### src/rtl/i2c_cmd_sequencer.sv
// i2c_cmd_sequencer: buffers single-register I2C write/read commands in a small FIFO
// and launches them one at a time on an I2C master core's start/addr/data/size inputs,
// waits for completion, error or timeout, and reports one result per command.
//
// Ports:
//   clk_i, rst_ni                      clock, asynchronous active-low reset
//   cmd_valid_i / cmd_ready_o          host push handshake
//   cmd_addr_i, cmd_reg_i, cmd_wdata_i command fields (addr bit0 = 1 for read)
//   busy_o                             FIFO non-empty or command in flight
//   rsp_valid_o, rsp_rdata_o,
//   rsp_status_o                       one-cycle result (00 ok, 01 NACK, 10 timeout)
//   m_start_o, m_addr_o, m_data_o,
//   m_size_o                           to master
//   m_data_received_i, m_valid_trans_i,
//   m_valid_recep_i, m_error_i         from master
//
// Optional feature: define I2C_SEQ_RETRY_EN to retry failed attempts up to MAX_RETRY times.
module i2c_cmd_sequencer #(
  parameter int unsigned DATA_WIDTH     = 9,
  parameter int unsigned FIFO_DEPTH     = 4,
  parameter logic [23:0] TIMEOUT_CYCLES = 24'd1_000_000,
  parameter int unsigned MAX_RETRY      = 2
) (
  input  logic                    clk_i,
  input  logic                    rst_ni,
  input  logic                    cmd_valid_i,
  output logic                    cmd_ready_o,
  input  logic [7:0]              cmd_addr_i,
  input  logic [7:0]              cmd_reg_i,
  input  logic [7:0]              cmd_wdata_i,
  output logic                    busy_o,
  output logic                    rsp_valid_o,
  output logic [7:0]              rsp_rdata_o,
  output logic [1:0]              rsp_status_o,
  output logic                    m_start_o,
  output logic [7:0]              m_addr_o,
  output logic [DATA_WIDTH*8-1:0] m_data_o,
  output logic [7:0]              m_size_o,
  input  logic [7:0]              m_data_received_i,
  input  logic                    m_valid_trans_i,
  input  logic                    m_valid_recep_i,
  input  logic                    m_error_i
);

  localparam int unsigned AW = $clog2(FIFO_DEPTH);

  if (DATA_WIDTH < 2) begin : g_bad_dw
    $error("DATA_WIDTH must be at least 2");
  end
  if (FIFO_DEPTH < 2 || FIFO_DEPTH > 16 || (FIFO_DEPTH & (FIFO_DEPTH - 1)) != 0) begin : g_bad_fd
    $error("FIFO_DEPTH must be a power of two in 2..16");
  end
  if (TIMEOUT_CYCLES == 24'd0 || MAX_RETRY > 255) begin : g_bad_misc
    $error("TIMEOUT_CYCLES must be >= 1 and MAX_RETRY <= 255");
  end

  typedef enum logic [2:0] {StIdle, StLoad, StStart, StWait, StGap} state_e;

  state_e state_q, state_d;

  // FIFO entries are {addr, reg, wdata}
  logic [23:0]   mem_q [FIFO_DEPTH];
  logic [AW-1:0] wr_ptr_q, rd_ptr_q;
  logic [AW:0]   count_q, count_d;
  logic          push, pop;

  logic [23:0]   work_q, work_d;
  logic [1:0]    status_q, status_d;
  logic [7:0]    rdata_q, rdata_d;
  logic [23:0]   tmo_q, tmo_d;
  logic          gap_q, gap_d;
  logic          retry_due;
  logic          is_read;

  logic                    cmd_ready_q, cmd_ready_d;
  logic                    busy_q, busy_d;
  logic                    rsp_valid_q, rsp_valid_d;
  logic [7:0]              rsp_rdata_q, rsp_rdata_d;
  logic [1:0]              rsp_status_q, rsp_status_d;
  logic                    m_start_q, m_start_d;
  logic [7:0]              m_addr_q, m_addr_d;
  logic [DATA_WIDTH*8-1:0] m_data_q, m_data_d;
  logic [7:0]              m_size_q, m_size_d;

  assign push    = cmd_valid_i && cmd_ready_q;
  assign is_read = work_q[16];

`ifdef I2C_SEQ_RETRY_EN
  logic [7:0] retry_q;

  assign retry_due = (status_q != 2'b00) && (32'(retry_q) < MAX_RETRY);

  always_ff @(posedge clk_i or negedge rst_ni) begin
    if (!rst_ni) begin
      retry_q <= '0;
    end else if (state_q == StIdle) begin
      retry_q <= '0;
    end else if (state_q == StGap && gap_q && retry_due) begin
      retry_q <= retry_q + 8'd1;
    end
  end
`else
  assign retry_due = 1'b0;
`endif

  always_comb begin
    state_d      = state_q;
    work_d       = work_q;
    status_d     = status_q;
    rdata_d      = rdata_q;
    tmo_d        = tmo_q;
    gap_d        = gap_q;
    pop          = 1'b0;
    rsp_valid_d  = 1'b0;
    rsp_rdata_d  = rsp_rdata_q;
    rsp_status_d = rsp_status_q;
    m_start_d    = m_start_q;
    m_addr_d     = m_addr_q;
    m_data_d     = m_data_q;
    m_size_d     = m_size_q;
    unique case (state_q)
      StIdle: begin
        if (count_q != '0) begin
          pop     = 1'b1;
          work_d  = mem_q[rd_ptr_q];
          state_d = StLoad;
        end
      end
      StLoad: begin
        m_addr_d        = work_q[23:16];
        m_data_d        = '0;
        m_data_d[7:0]   = work_q[15:8];
        m_data_d[15:8]  = work_q[7:0];
        // Reads only send the register pointer; the master does the repeated-start read.
        m_size_d        = is_read ? 8'd1 : 8'd2;
        state_d         = StStart;
      end
      StStart: begin
        m_start_d = 1'b1;
        tmo_d     = '0;
        state_d   = StWait;
      end
      StWait: begin
        gap_d = 1'b0;
        if (m_error_i) begin
          status_d  = 2'b01;
          m_start_d = 1'b0;
          state_d   = StGap;
        end else if (is_read ? m_valid_recep_i : m_valid_trans_i) begin
          status_d  = 2'b00;
          rdata_d   = m_data_received_i;
          m_start_d = 1'b0;
          state_d   = StGap;
        end else if (tmo_q >= TIMEOUT_CYCLES - 24'd1) begin
          status_d  = 2'b10;
          m_start_d = 1'b0;
          state_d   = StGap;
        end else if (tmo_q != '1) begin
          tmo_d = tmo_q + 24'd1;
        end
      end
      StGap: begin
        if (!gap_q) begin
          gap_d = 1'b1;
          // Result is registered now so it shows during the second gap cycle.
          if (!retry_due) begin
            rsp_valid_d  = 1'b1;
            rsp_status_d = status_q;
            rsp_rdata_d  = (status_q == 2'b00 && is_read) ? rdata_q : 8'h00;
          end
        end else begin
          state_d = retry_due ? StStart : StIdle;
        end
      end
      default: state_d = StIdle;
    endcase
  end

  always_comb begin
    count_d     = count_q + (AW+1)'(push) - (AW+1)'(pop);
    cmd_ready_d = (count_d != (AW+1)'(FIFO_DEPTH));
    // Busy drops together with the response pulse when nothing else is queued.
    busy_d      = (count_d != '0) || ((state_d != StIdle) && !rsp_valid_d);
  end

  always_ff @(posedge clk_i) begin
    if (push) begin
      mem_q[wr_ptr_q] <= {cmd_addr_i, cmd_reg_i, cmd_wdata_i};
    end
  end

  always_ff @(posedge clk_i or negedge rst_ni) begin
    if (!rst_ni) begin
      state_q      <= StIdle;
      wr_ptr_q     <= '0;
      rd_ptr_q     <= '0;
      count_q      <= '0;
      work_q       <= '0;
      status_q     <= '0;
      rdata_q      <= '0;
      tmo_q        <= '0;
      gap_q        <= 1'b0;
      cmd_ready_q  <= 1'b1;
      busy_q       <= 1'b0;
      rsp_valid_q  <= 1'b0;
      rsp_rdata_q  <= '0;
      rsp_status_q <= '0;
      m_start_q    <= 1'b0;
      m_addr_q     <= '0;
      m_data_q     <= '0;
      m_size_q     <= '0;
    end else begin
      state_q      <= state_d;
      if (push) wr_ptr_q <= wr_ptr_q + AW'(1);
      if (pop)  rd_ptr_q <= rd_ptr_q + AW'(1);
      count_q      <= count_d;
      work_q       <= work_d;
      status_q     <= status_d;
      rdata_q      <= rdata_d;
      tmo_q        <= tmo_d;
      gap_q        <= gap_d;
      cmd_ready_q  <= cmd_ready_d;
      busy_q       <= busy_d;
      rsp_valid_q  <= rsp_valid_d;
      rsp_rdata_q  <= rsp_rdata_d;
      rsp_status_q <= rsp_status_d;
      m_start_q    <= m_start_d;
      m_addr_q     <= m_addr_d;
      m_data_q     <= m_data_d;
      m_size_q     <= m_size_d;
    end
  end

  assign cmd_ready_o  = cmd_ready_q;
  assign busy_o       = busy_q;
  assign rsp_valid_o  = rsp_valid_q;
  assign rsp_rdata_o  = rsp_rdata_q;
  assign rsp_status_o = rsp_status_q;
  assign m_start_o    = m_start_q;
  assign m_addr_o     = m_addr_q;
  assign m_data_o     = m_data_q;
  assign m_size_o     = m_size_q;

endmodule
### config.mk
export PLATFORM = sky130hd
export DESIGN_NAME = i2c_cmd_sequencer
export DESIGN_NICKNAME = d
export VERILOG_FILES = /design/src/rtl/i2c_cmd_sequencer.sv
export SDC_FILE = /design/constraint.sdc
export NUM_CORES = 1
export LEC_CHECK = 0
export BUFFER_PORTS_ARGS = -buffer_cell sky130_fd_sc_hd__buf_2
export CAP_MARGIN = 25
export CELL_PAD_IN_SITES_DETAIL_PLACEMENT = 0
export CELL_PAD_IN_SITES_GLOBAL_PLACEMENT = 1
export CORE_MARGIN = 1.5
export CORE_UTILIZATION = 42
export CTS_CLUSTER_SIZE = 12
export DETAILED_ROUTE_END_ITERATION = 8
export GPL_ROUTABILITY_DRIVEN = 0
export PLACE_DENSITY_LB_ADDON = 0.1
export SLEW_MARGIN = 40
export SYNTH_ARGS = -nofsm -noshare
export SYNTH_HDL_FRONTEND = slang
export SYNTH_SLANG_ARGS = --single-unit
### constraint.sdc
create_clock -name clk_i -period 3.2 [get_ports clk_i]
set_input_delay 0 -clock clk_i [delete_from_list [all_inputs] [get_ports clk_i]]
set_output_delay 0 -clock clk_i [all_outputs]
set_load 0.01 [all_outputs]
Yosys cells after proc, flatten, opt, wreduce, memory -nomap -nowiden

Memory sizes are Yosys's and may differ from the RTL's. A register that Yosys moved wholly into a read port is not among the register bits.
Cells that the tools add are included.

Word-level logic and storage cells: 85
Memories kept: 1
Input bits: 38
Register bits after elaboration: 91
RAM bits: 96

Memory list:

| memory | depth | width | rd ports | clocked after memory_dff | write ports | RTL line | RTL |
|---|---|---|---|---|---|---|---|
| mem_q  | 4     | 24    | 1        | 1                        | 1           | 62       | `logic [23:0] mem_q [FIFO_DEPTH];` |

$add $sub $neg: 5
Order comparisons: 1
Mux-type cells: 28
Equal/unequal tests: 11
Bitwise gates (word level): 2
Reduce and logical (&&, ||, !) cells: 20

Operators with widths:

| kind                  | number |
|---|---|
| $mux 24               | 4 |
| $pmux 24 s2           | 1 |
| $add 24x1->24 const B | 1 |
| $ge 24x20->1 const B  | 1 |
| $ne 24x24->1 const B  | 1 |
| $mux 3                | 5 |
| $pmux 3 s5            | 1 |
| $reduce_bool 3->1     | 4 |
| $mux 1                | 10 |
| $mux 2                | 4 |
| $mux 8                | 1 |
| $ne 2x2->1 const B    | 4 |
| $reduce_and 2->1      | 4 |
| $eq 3x2->1 const B    | 2 |
| $reduce_and 5->1      | 1 |
| $add 2x1->2 const B   | 2 |
| $ne 4x4->1 const B    | 1 |
| $pmux 1 s2            | 2 |
| $reduce_bool 2->1     | 2 |
| $add 3x1->3           | 1 |
| $eq 3x1->1 const B    | 1 |
| $eq 3x3->1 const B    | 1 |
| $logic_and 1x1->1     | 3 |
| $logic_not 3->1       | 1 |
| other kinds (7)       | 9 |

Longest topological paths before layout

Word-level depth: 8
Depth in mapped cells: 13

Worst setup path after synthesis

No wires, ideal clock.

Path kind: flip-flop to flip-flop
From: register state_q[2]
To: register busy_q, in the netlist busy_o
Required time: 3,069 ps
Path slack: 42 ps
Library setup time: 131 ps
Arrival time: 3,027 ps
Period minus slack after synthesis: 3,158 ps
Cell stages (with the launch flop): 14
Path buffers: 3
Cells stage by stage: dfrtp_1 -> clkbuf_1 -> nor4_1 -> clkbuf_1 -> buf_1 -> ha_1 -> inv_1 -> ha_1 -> inv_1 -> fa_1 -> inv_1 -> nor2_1 -> o21ai_0 -> or3_1

Elaborated cells between the ends (all ways): 19
Those cells by class: 1 x add/sub; 4 x eq/ne; 8 x mux; 6 x reduce/logical

RTL lines:

| what                   | RTL line | RTL |
|---|---|---|
| from (decl)            | 59       | `state_e state_q, state_d;` |
| from (signal assigned) | 194      | `state_q <= StIdle;` |
| from (signal assigned) | 213      | `state_q <= state_d;` |
| $logic_not 3->1        | 121      | `unique case (state_q)` |
| $mux 1                 | 121      |  |
| net pop                | 65       | `logic push, pop;` |
| $sub 3x1->3            | 180      | `count_d = count_q + (AW+1)'(push) - (AW+1)'(pop);` |
| net count_d[1]         | 64       | `logic [AW:0] count_q, count_d;` |
| $reduce_bool 3->1      | 183      | `busy_d = (count_d != '0) \|\| ((state_d != StIdle) && !rsp_valid_d);` |
| $logic_or 1x1->1       | 183      |  |
| net busy_d             | 76       | `logic busy_q, busy_d;` |
| to (signal assigned)   | 223      | `busy_q <= busy_d;` |
| to (decl)              | 76       |  |

The timed path passes the listed nets, and every way through them passes these cells.
A chain may end at the register's enable or synchronous reset.

Worst setup path after layout

From: register state_q[2]
To: register busy_q, in the netlist busy_o

Elaborated cells between the ends (all ways): 19
Those cells by class: 1 x add/sub; 4 x eq/ne; 8 x mux; 6 x reduce/logical

RTL lines:

| what              | RTL line |
|---|---|
| $logic_not 3->1   | 121 |
| $mux 1            | 121 |
| $sub 3x1->3       | 180 |
| net count_d[1]    | 64 |
| $reduce_bool 3->1 | 183 |
| $logic_or 1x1->1  | 183 |
| net busy_d        | 76 |

The timed path passes the listed nets, and every way through them passes these cells.

==> reports/results.ini <==
[min_path]
hold_path.class = input port to async pin

[routing]
wire_per_inst_microns = 16.6
routed_wl_mm = 16.0
avgViaCountPerCell = 4.91
drc_errors = 0
first_iter_violations = 178
drtPass1Iterations = 4
detail-route-antenna-nets = 0
dr_wl_met3_microns = 691
num_vias = 4719
met2_length_mm = 8.04
m1WireLength_mm = 6.97
dr.max_layer_used = met4

[run_status]
outcome = completed

[power]
p_seq_share_pct = 43.8
p_leak_nw = 4.12
p_int_mw = 6.36
pwr-share-comb_pct = 28.0
finalPower_mw = 9.00
p_clk_share_pct = 28.2
power_switching_mw = 2.64
vdd_ir_drop_max_mv = 0.494
swShare_pct = 29.3
powerDensity_nw_per_um2 = 893

[clock_network]
clk_pin_slew_worst_paths_ns = 0.05
cts_buffer_depth = 3
cts_max_level = 1
cts_made_buffers = 23
insertion_delay_ns = 0.51
cts.sink_count = 204
cts_root_buffer = clkbuf_16
tritoncts = built
cts_resized = 0

[synthesis]
ys_seq_area_share_pct = 66.1
syn_avg_cell_area_sq_um = 15.5
synth_cells = 546
synth-seq-cells = 204
ys_types = 48
syn-cell-area_sq_um = 8450
async_reset_ff_share_pct = 52.9
synth_edf_count = 96
synth_warnings = 0
ys.flop_type = dfrtp_1

[setup_path]
r2r-start = state_q[2]
slowest_delay_ns = 0.48
cp_common_cell = inv_1
rrSetupSlack_ns = 0.66
crit-reg2reg-capture = busy_o
critPathLaunchType = register
crit_buf_inv = 3
required_ns = 3.58
reg2reg_depth = 10
crit_chain = nor4_2 -> ha_1 -> inv_1 -> ha_1 -> inv_1 -> fa_1 -> inv_1 -> nor2_1 -> o21ai_0 -> or3_1
cp-end-kind = register
path_class = register to register
critPathMaxFanout = 10
startpoint = state_q[2]
arrival_ns = 2.91
critical_path.slowest_cell = dfrtp_1
cp_top_family = adder cells

[floorplanning]
fp.dieH_microns = 145
dieArea_sq_um = 21000
coreArea_sq_um = 19600
start_util_pct = 43.1
row_count = 51
ios = 140
die_w_microns = 145

[global_routing]
grtUsageTotal_pct = 15.6
globalRoute.totalOverflow = 0
grt_pass1_wl_mm = 25.0
grt_max_degree = 69
antenna_found_initial = 0
grt_pass1_vias = 4666

[sta]
worst_slew_pin_slew_ns = 0.733
rsz0062_at_grt = false
setup_viol = 0
relSlewSlack_pct = 50.9
whs_ns = 0.0840
fmax_mhz = 394
slew_viol_final = 0
post-route-min-period_ns = 2.54
post-route-period-util_pct = 79.2
clock-skew-final_ns = 0.0104
hold_viol_final = 0
tns_ns = 0

[cells_and_area]
drive_gt1_share_pct = 31.1
area_growth_pct = 19.3
n_antenna_cell = 0
fin_area_sq_um = 10100
fin_util_pct = 51.5
finalNetCount = 726

[place]
portBuffers = 77
dpl_cell_area_sq_um = 9000
dp_hpwl_mm = 10.2

[job]
drv_cap = 0

## power by group through the flow
stage               registers [mW]  logic, mW  clock network (mW)
detailed placement            4.01       2.55                   0
finish                        3.94       2.52                2.53
CTS                           3.96       2.59                2.62
global placement              3.98       2.50                   0
global route                  4.04       2.80                2.72
floorplan                     3.96       1.75                   0
## final cells by class
type	count	area [sq um]
clock buffers	32	619
clock inverters	10	115
fillers	1686	9510
inverters	8	30.0
multi-input cells	316	2540
flip-flops and latches	204	5590
well taps	265	332
repair buffers	127	855
## cells by family (layout without fill, tap and decap cells)
family | count (synthesis) | count (layout) | synth area share, %
XOR/XNOR | 8 | 8 | 0.829
buffers and inverters | 87 | 177 | 6.66
flip-flops | 204 | 204 | 66.1
AND/OR/NAND/NOR | 106 | 106 | 6.74
adder cells (fa/ha/maj) | 8 | 8 | 1.27
other | 1 | 62 | 0.0444
AO/OA/AOI/OAI | 46 | 46 | 3.75
multiplexers | 86 | 86 | 14.6
## flip-flops by register name, indices dropped and copies added (netlist names)
register,count
busy_o,1
m_addr_o,8
count_q,3
state_q,3
rdata_q,8
rd_ptr_q,2
work_q,24
rsp_rdata_o,8
m_start_o,1
m_size_o,1
rsp_status_o,2
status_q,2
rsp_valid_o,1
tmo_q,24
m_data_o,16
mem_q,96
wr_ptr_q,2
cmd_ready_o,1
gap_q,1
## per-stage QoR
step / setup WS [ns] / std cells
2_1_floorplan: 0.0417 / 607
6_report: 0.664 / 962
5_1_grt: 0.494 / 962
3_5_place_dp: 0.677 / 885
4_1_cts: 0.663 / 962
3_3_place_gp: 0.722 / 885
## cell usage after synthesis, drive strengths merged, types with 3 or more instances
library cell / number / area, sq um
or3: 9 / 56.3
nor2: 17 / 63.8
nand3b: 3 / 22.5
ha: 7 / 87.6
nor4: 5 / 31.3
mux2i: 3 / 30.0
and2: 4 / 25.0
xor2: 3 / 26.3
and3: 6 / 37.5
nand4: 7 / 43.8
nand3: 7 / 35.0
inv: 8 / 30.0
mux2: 59 / 664
nand2: 29 / 109
edfxtp: 96 / 2880
buf: 67 / 488
a21oi: 10 / 50.1
dfrtp: 107 / 2680
or4: 7 / 60.1
clkbuf: 12 / 45.0
nor3: 4 / 25.0
mux4: 24 / 541
a22o: 9 / 78.8
o21ai: 12 / 60.1
xnor2: 5 / 43.8
o211ai: 3 / 27.5
## worst max path at each step
stage                     endpoint  slack, ns  depth (start not counted)
final                       busy_o       0.66                         10
after CTS                   busy_o       0.66                         10
after floorplan             busy_o       0.04                         13
after detailed placement    busy_o       0.68                          9
after global placement      busy_o       0.72                         10
after global routing        busy_o       0.49                         10
## timing repair
action                    4_1_cts  5_1_grt
hold buffers                   35        0
buffers inserted                0        0
hold endpoints to repair      176        0
## placed cells by master, fill, tap and decap left out, types with 2 or more instances in the layout
| master | n |
|---|---|
| dlygate4sd3_1 | 35 |
| clkinv_2 | 3 |
| a211o_1 | 2 |
| clkbuf_1 | 8 |
| clkbuf_16 | 23 |
| nand3b_1 | 3 |
| mux2_2 | 59 |
| o211ai_1 | 2 |
| clkinv_1 | 3 |
| nand2b_1 | 2 |
| buf_4 | 15 |
| mux4_2 | 24 |
| and3_1 | 6 |
| inv_1 | 8 |
| o21ai_0 | 12 |
| or4_1 | 5 |
| ha_1 | 7 |
| or4_4 | 2 |
| or3_1 | 9 |
| and2_1 | 4 |
| o21a_1 | 2 |
| nand2_1 | 29 |
| edfxtp_1 | 96 |
| mux2i_1 | 3 |
| buf_2 | 76 |
| nor3_1 | 3 |
| nor2_1 | 17 |
| xor2_1 | 3 |
| nand4_1 | 7 |
| nand3_1 | 7 |
| a22o_1 | 9 |
| bufinv_16 | 2 |
| xnor2_1 | 5 |
| o31ai_1 | 2 |
| a21oi_1 | 10 |
| conb_1 | 62 |
| dfrtp_1 | 106 |
| nor4_1 | 4 |
## routing by layer
metal	up-vias	GRT usage [%]
met5	-	0
met4	0	4.04
met3	20	2.67
met2	110	26.8
met1	2399	20.5
li1	2190	-
Power figures use the tool's default switching activity.
